==> config.mk <==
export PLATFORM = sky130hd
export DESIGN_NAME = board_mem_arbiter
export DESIGN_NICKNAME = d
export VERILOG_FILES = /design/src/rtl/board_mem_arbiter.sv
export SDC_FILE = /design/constraint.sdc
export NUM_CORES = 1
export LEC_CHECK = 0
export ABC_AREA = 1
export CAP_MARGIN = 30
export CORE_ASPECT_RATIO = 1.5
export CORE_MARGIN = 2
export CORE_UTILIZATION = 45
export CTS_CLUSTER_DIAMETER = 60
export CTS_CLUSTER_SIZE = 10
export DETAILED_ROUTE_END_ITERATION = 16
export GPL_ROUTABILITY_DRIVEN = 0
export PLACE_DENSITY = 0.87
export SYNTH_ARGS = -nofsm -noshare
export SYNTH_HDL_FRONTEND = slang
export SYNTH_SLANG_ARGS = --single-unit
export TNS_END_PERCENT = 50
==> constraint.sdc <==
create_clock -name clock -period 2.5 [get_ports clock]
set_clock_uncertainty 0.1 [all_clocks]
set_input_delay 0.375 -clock clock [delete_from_list [all_inputs] [get_ports clock]]
set_output_delay 0.375 -clock clock [all_outputs]
set_load 0.02 [all_outputs]
==> src/rtl/board_mem_arbiter.sv <==
// board_mem_arbiter
// Shares the MemoryManager write/address port between the CPU dmem port and a
// snapshot engine. A debounced "move done" press makes the engine capture the
// sensor board and write it, then a status word, into memory. The CPU always
// wins the port without added latency; the engine only uses idle cycles.
module board_mem_arbiter #(
  parameter logic [31:0] SENSOR_ADDR  = 32'd4,
  parameter logic [31:0] STATUS_ADDR  = 32'd3,
  parameter int unsigned DEBOUNCE_CYC = 1_000_000,
  parameter int unsigned CNT_W        = 20
) (
  input  logic        clock,
  input  logic        reset,
  input  logic        cpu_req,
  input  logic        cpu_wEn,
  input  logic [31:0] cpu_addr,
  input  logic [31:0] cpu_dataIn,
  input  logic [31:0] sensorBoardIn,
  input  logic        buttonPressIn,
  output logic        mem_wEn,
  output logic [31:0] mem_addr,
  output logic [31:0] mem_dataIn,
  output logic        busy,
  output logic [6:0]  seq,
  output logic        dropped
);

  typedef enum logic [1:0] {
    IDLE      = 2'd0,
    WR_BOARD  = 2'd1,
    WR_STATUS = 2'd2
  } state_t;

  localparam logic [CNT_W-1:0] CNT_MAX  = CNT_W'(DEBOUNCE_CYC - 32'd1);
  localparam logic [CNT_W-1:0] CNT_ONE  = CNT_W'(32'd1);
  localparam logic [CNT_W-1:0] CNT_ZERO = CNT_W'(32'd0);

  logic             r_sync1;
  logic             r_sync2;
  logic             r_stable;
  logic             r_stable_d;
  logic [CNT_W-1:0] r_cnt;
  state_t           r_state;
  state_t           w_state_nxt;
  logic [31:0]      r_snap;
  logic [6:0]       r_seq;
  logic             r_dropped;

  logic             w_press_evt;
  logic             w_eng_slot;
  logic [6:0]       w_seq_inc;
  logic [31:0]      w_eng_addr;
  logic [31:0]      w_eng_data;
  logic             w_drop;
  logic             w_clr;

  assign w_press_evt = r_stable & ~r_stable_d;
  assign w_eng_slot  = (r_state != IDLE) & ~cpu_req;
  assign w_seq_inc   = r_seq + 7'd1;
  assign w_drop      = w_press_evt & (r_state != IDLE);
  assign w_clr       = cpu_req & cpu_wEn & (cpu_addr == STATUS_ADDR);

  assign busy    = (r_state != IDLE);
  assign seq     = r_seq;
  assign dropped = r_dropped;

  // Two-flop synchroniser for the asynchronous button input.
  always_ff @(posedge clock or negedge reset) begin
    if (!reset) begin
      r_sync1 <= 1'b0;
      r_sync2 <= 1'b0;
    end else begin
      r_sync1 <= buttonPressIn;
      r_sync2 <= r_sync1;
    end
  end

  // Debounce: the stable level follows the synchronised button only after it has differed for DEBOUNCE_CYC cycles.
  always_ff @(posedge clock or negedge reset) begin
    if (!reset) begin
      r_cnt    <= CNT_ZERO;
      r_stable <= 1'b0;
    end else if (r_sync2 == r_stable) begin
      r_cnt    <= CNT_ZERO;
      r_stable <= r_stable;
    end else if (r_cnt == CNT_MAX) begin
      r_cnt    <= CNT_ZERO;
      r_stable <= ~r_stable;
    end else begin
      r_cnt    <= r_cnt + CNT_ONE;
      r_stable <= r_stable;
    end
  end

  // Delayed stable level used for rising-edge (press event) detection.
  always_ff @(posedge clock or negedge reset) begin
    if (!reset) begin
      r_stable_d <= 1'b0;
    end else begin
      r_stable_d <= r_stable;
    end
  end

  // Snapshot FSM state register.
  always_ff @(posedge clock or negedge reset) begin
    if (!reset) begin
      r_state <= IDLE;
    end else begin
      r_state <= w_state_nxt;
    end
  end

  // Snapshot FSM next state and engine address/data; writes only advance in cycles the CPU leaves free.
  always_comb begin
    w_state_nxt = r_state;
    w_eng_addr  = SENSOR_ADDR;
    w_eng_data  = r_snap;
    case (r_state)
      IDLE: begin
        if (w_press_evt) begin
          w_state_nxt = WR_BOARD;
        end else begin
          w_state_nxt = IDLE;
        end
      end
      WR_BOARD: begin
        w_eng_addr = SENSOR_ADDR;
        w_eng_data = r_snap;
        if (w_eng_slot) begin
          w_state_nxt = WR_STATUS;
        end else begin
          w_state_nxt = WR_BOARD;
        end
      end
      WR_STATUS: begin
        w_eng_addr = STATUS_ADDR;
        w_eng_data = {24'd0, w_seq_inc, 1'b1};
        if (w_eng_slot) begin
          w_state_nxt = IDLE;
        end else begin
          w_state_nxt = WR_STATUS;
        end
      end
      default: begin
        w_state_nxt = IDLE;
      end
    endcase
  end

  // Capture the sensor board in the same cycle the press is accepted; later presses leave it untouched.
  always_ff @(posedge clock or negedge reset) begin
    if (!reset) begin
      r_snap <= 32'd0;
    end else if ((r_state == IDLE) && w_press_evt) begin
      r_snap <= sensorBoardIn;
    end else begin
      r_snap <= r_snap;
    end
  end

  // Sequence number advances (mod 128) when the status write lands.
  always_ff @(posedge clock or negedge reset) begin
    if (!reset) begin
      r_seq <= 7'd0;
    end else if ((r_state == WR_STATUS) && w_eng_slot) begin
      r_seq <= w_seq_inc;
    end else begin
      r_seq <= r_seq;
    end
  end

  // Sticky drop flag: set by a press while busy, cleared by a CPU store to the status word; set wins.
  always_ff @(posedge clock or negedge reset) begin
    if (!reset) begin
      r_dropped <= 1'b0;
    end else if (w_drop) begin
      r_dropped <= 1'b1;
    end else if (w_clr) begin
      r_dropped <= 1'b0;
    end else begin
      r_dropped <= r_dropped;
    end
  end

  // Port mux: the CPU path is purely combinational so it sees no added latency.
  always_comb begin
    mem_wEn    = cpu_wEn;
    mem_addr   = cpu_addr;
    mem_dataIn = cpu_dataIn;
    if (w_eng_slot) begin
      mem_wEn    = 1'b1;
      mem_addr   = w_eng_addr;
      mem_dataIn = w_eng_data;
    end else begin
      mem_wEn    = cpu_wEn;
      mem_addr   = cpu_addr;
      mem_dataIn = cpu_dataIn;
    end
  end

endmodule

**Yosys cells after proc, flatten, opt, wreduce, memory -nomap -nowiden**

Cells that the tools add are included.

- Register bits after elaboration: 66
- Input port bits: 101
- Output and inout port bits: 74
- Logic and storage cells: 44

- $add $sub $neg: 2
- Equality and inequality tests: 5
- Mux-type cells: 13
- Bitwise gates (word level): 9
- Reduce and logical (&&, ||, !) cells: 6

Operators with widths:

| cell | number |
|---|---|
| $mux W32 | 3 |
| $mux W20 | 2 |
| $eq A32 B2 Y1 const B | 1 |
| $add A20 B1 Y20 const B | 1 |
| $eq A20 B20 Y1 const B | 1 |
| $add A7 B1 Y7 const B | 1 |
| $pmux W2 S3 | 1 |
| $and A1 B1 Y1 | 5 |
| $mux W1 | 4 |
| $mux W2 | 2 |
| $not A1 Y1 | 4 |
| $reduce_bool A2 Y1 | 2 |
| $mux W3 | 1 |
| $eq A2 B1 Y1 const B | 1 |
| $eq A2 B2 Y1 const B | 1 |
| $logic_and A1 B1 Y1 | 2 |
| $logic_not A2 Y1 | 1 |
| $reduce_and A2 Y1 | 1 |
| $eq A1 B1 Y1 | 1 |

**Depth between registers and ports, before layout**

Gate-level depths: netlist of the first run.

- Depth after elaboration: 4
- Gate-level depth with buffers: 7
- Gate-level depth less buffers: 7

**Worst setup path after synthesis of the first run**

Ideal clock, no wire load.

- Kind: reg2out
- Start: register r_seq[0] (netlist: seq[0])
- End: output port mem_dataIn[7]
- Arrival: 1.396 ns
- Setup slack: 0.629 ns
- Cell stages (with the launch flop): 8
- Cells stage by stage: dfrtp_1 ha_1 nand3_1 nor2_1 inv_1 o21ai_0 nand3_1 nand3_1

- Cells in the longest elaborated chain, start to end: 3

Ends and longest elaborated chain:

| element | RTL line | source |
|---|---|---|
| from (decl) | 46 | `logic [6:0] r_seq;` |
| from (signal assigned) | 166 | `r_seq <= w_seq_inc;` |
| from (signal assigned) | 168 | `r_seq <= r_seq;` |
| $add A7 B1 Y7 | 59 | `assign w_seq_inc = r_seq + 7'd1;` |
| $mux W32 | 118 | `case (r_state)` |
| $mux W32 | 190 | `if (w_eng_slot) begin` |
| to (decl) | 22 | `output logic [31:0] mem_dataIn,` |

No other way between the ends.

**Final worst setup path of the first run**

- Start: input port cpu_req
- End: output port mem_dataIn[10]

- Cells in the longest elaborated chain, start to end: 3

Ends and longest elaborated chain:

| element | RTL line | source |
|---|---|---|
| from (decl) | 14 | `input logic cpu_req,` |
| $not A1 Y1 | 58 | `assign w_eng_slot = (r_state != IDLE) & ~cpu_req;` |
| $and A1 B1 Y1 | 58 |  |
| $mux W32 | 190 |  |

No other way between the ends.

==> impl_metrics.env, run 1 <==
export IMPL_outcome="completed"
export IMPL_post_cts_buffers=0
export IMPL_ys_seq_elements=66
export IMPL_p_leak_uw=0.002694
export IMPL_startpoint_type="input port"
export IMPL_cpLargestDelayFamily="buffers and inverters"
export IMPL_track_usage=0.2758
export IMPL_cts_root_buf="clkbuf_16"
export IMPL_path_cells="clkdlybuf4s50_1 -> nor2_4 -> nand2_1 -> inv_2 -> buf_12 -> a22o_1 -> dlygate4sd2_1"
export IMPL_grt_pass1_vias=3795
export IMPL_total_power_uw=2952
export IMPL_antenna_found_initial=1
export IMPL_htree_levels=3
export IMPL_setup_viol=0
export IMPL_worstSetupPathType="input port to output pin"
export IMPL_start_util=0.4605
export IMPL_vias_per_cell=5.149
export IMPL_power_density_mw_per_mm2=501.1
export IMPL_netlist_area_sq_mm=0.003687
export IMPL_port_buffers=174
export IMPL_use_met2=0.5138
export IMPL_coreArea_sq_mm=0.008008
export IMPL_ant_nets=0
export IMPL_hold_path_class="input port to async pin"
export IMPL_period_share=0.9773
export IMPL_cts_tree="yes"
export IMPL_die_w_um=77.91
export IMPL_synth_warning_count=0
export IMPL_place_ws_ps=-182.2
export IMPL_use_met3=0.07614
export IMPL_fin_tns_setup_ps=0
export IMPL_p_seq_frac=0.392
export IMPL_timing_slew_headroom=0.4526
export IMPL_fin_util=0.7356
export IMPL_cp_required_ps=2030
export IMPL_drt_total_wl_mm=12.29
export IMPL_synthCells=433
export IMPL_clockBufferDepth=2
export IMPL_maxSlewViolCount=0
export IMPL_drtPass1Iterations=4
export IMPL_yosysUniqueCellTypes=33
export IMPL_grt_pass1_wl_mm=18.84
export IMPL_num_io_pins=175
export IMPL_switchingPower_uw=758.0
export IMPL_synth_ff_type="dfrtp_1"
export IMPL_fmax_mhz=409.3
export IMPL_clkTransAtPathRegs_ps=50
export IMPL_syn2layout_area_growth_pct=59.76
export IMPL_die_area_sq_mm=0.008949
export IMPL_num_vias=3759
export IMPL_ys_seq_area_frac=0.4479
export IMPL_drive_above_1_share=0.1234
export IMPL_cp_max_fo=21
export IMPL_cp_data_arrival_time_ps=1970
export IMPL_ir_drop_mv=0.4781
export IMPL_synth_edf_count=0
export IMPL_row_count=40
export IMPL_async_flop_share=1.000
export IMPL_critPathCaptureType="output pin"
export IMPL_critPathMaxStageDelay_ps=480
export IMPL_dp_hpwl_mm=9.535
export IMPL_cts_buffers=9
export IMPL_maxCapViolCount=0
export IMPL_hold_violations=0
export IMPL_overflow=0
export IMPL_initialDrtViolationCount=213
export IMPL_internal_power_uw=2194
export IMPL_pwr_share_clk=0.420
export IMPL_clk_latency_ps=340
export IMPL_swShare=0.2568
export IMPL_busiest_layer="met2"
export IMPL_synth_net_count=536
export IMPL_critPathSlowestCell="clkdlybuf4s50_1"
export IMPL_path_buf_inv=4
export IMPL_fin_ws_ps=56.78
export IMPL_grt_max_degree=67
export IMPL_nets=722
export IMPL_cts_sinks=66
export IMPL_syn_mean_instance_area_sq_um=8.516
export IMPL_fillers=584
export IMPL_die_y_um=114.9
export IMPL_max_slew_worst_pin_slew_ps=821.1
export IMPL_layout_min_cycle_time_ps=2443
export IMPL_wl_per_cell_um=16.83
export IMPL_grt_use_met1=0.2792
export IMPL_drcViolationCount=0
export IMPL_pwr_share_comb=0.188
final timing paths:
kind | startpoint | endpoint | slack, ps | cells after the start
max in group asynchronous | reset | r_snap[16] | 1650 | 2
setup / recovery | cpu_req | mem_dataIn[10] | 60 | 7
hold reg to reg | r_sync1 | r_sync2 | 250 | 0
hold / removal | reset | r_cnt[2] | 130 | 2
min in group clock | r_sync1 | r_sync2 | 250 | 0
setup reg to reg | r_stable | r_snap[10] | 630 | 4
cell usage after synthesis (4+ instances only):
| cell | n | area share |
|---|---|---|
| a22o_1 | 24 | 0.057 |
| buf_2 | 5 | 0.0068 |
| dfrtp_1 | 66 | 0.45 |
| inv_1 | 51 | 0.052 |
| mux2_1 | 5 | 0.015 |
| mux2_2 | 27 | 0.082 |
| nand2_1 | 68 | 0.069 |
| nand2_2 | 4 | 0.0068 |
| nand3_1 | 29 | 0.039 |
| nand4_1 | 5 | 0.0085 |
| nor2_1 | 92 | 0.094 |
| nor3_1 | 4 | 0.0054 |
| o21ai_0 | 7 | 0.0095 |
| xor2_1 | 14 | 0.033 |
repair_timing:
item	4_1_cts	5_1_grt
hold buffers	0	0
endpoints found under the setup margin	33	32
cloned	0	0
resized for setup	33	10
per-stage QoR:
step                hold slack (ps)  instance area [sq um]  instances
floorplan                    -20.59                   3687        433
global placement              234.4                   5623        713
detailed placement            236.3                   5623        713
CTS                           150.5                   5876        729
global route                  202.8                   5891        730
finish                        128.0                   5891        730
power by group through the flow:
stage / logic (uW) / clock network [uW] / registers, uW
2_1_floorplan: 190 / 0 / 1190
3_3_place_gp: 562 / 0 / 1170
3_5_place_dp: 576 / 0 / 1170
4_1_cts: 559 / 1260 / 1150
5_1_grt: 593 / 1310 / 1160
6_report: 556 / 1240 / 1160
cell families (layout without fill, tap and decap cells):
logic type / count (synthesis) / after routing / share of synthesized area
xor gates and xnor gates: 17 / 17 / 0.04038
adders and majority gates: 2 / 2 / 0.006785
buffers and inverters: 67 / 258 / 0.07906
and+or+nand+nor: 214 / 214 / 0.2545
other: 0 / 1 / 0
AOI/OAI and AO/OA: 35 / 35 / 0.07363
DFF: 66 / 66 / 0.4479
muxes: 32 / 32 / 0.09772
worst register-to-register path, cell delays in order (launching register included):
cell and delay, ps:
dfrtp_1 390, inv_1 80, nor2_2 170, nand2_2 490, mux2_1 530
registers in the layout, summed over array words and instances, names as in the netlist:
register,cells
r_stable_d,1
seq,7
r_cnt,20
r_sync1,1
r_sync2,1
r_stable,1
dropped,1
r_snap,32
r_state,2
cell type report:
class	count	area (sq um)	area share
multi-input cells	300	1744	0.2961
diodes	1	2.502	0.0004248
clock inverters	7	68.82	0.01168
well taps	105	131.4	0.02230
clock buffers	9	225.2	0.03823
flip-flops and latches	66	1652	0.2804
inverters	53	198.9	0.03377
repair buffers	189	1868	0.3171
layout by cell type, fill, tap and decap left out, types with 2 or more instances in the layout:
master           instances
nor2_2                   3
mux2_1                   5
clkinv_2                 3
dfrtp_1                 66
nor3_1                   4
clkbuf_16                9
inv_1                   51
clkinvlp_4               2
nand2_1                 68
xor2_1                  14
ha_1                     2
mux2_2                  27
xnor2_1                  3
buf_4                   11
inv_2                    2
clkdlybuf4s50_1        136
nor2_4                   3
nand4_1                  5
buf_12                   4
nor2_1                  92
nand2_2                  4
clkdlybuf4s15_1          4
a22o_1                  24
dlygate4sd2_1           28
dlymetal6s2s_1           3
nand3_1                 29
o21ai_0                  7
routing by layer:
layer	wire, um	part of all wire	vias up
li1	-	-	1769
met1	4395	0.36	1787
met2	6570	0.53	164
met3	808	0.066	39
met4	511	0.042	0
met5	0	0	-
No activity file was read; power rests on OpenSTA's default activity.
==> run 2: changes to the inputs <==
Settings changed: CTS_CLUSTER_SIZE 10 to not set.
==> results of run 2 <==
Same layout as run 1: the final DEF is identical, and so are final timing and power.
==> run 3: changes to the inputs <==
Settings changed: ABC_CLOCK_PERIOD_IN_PS set to 2500.
==> results of run 3 <==
Same layout as run 1: the final DEF is identical, and so are final timing and power.
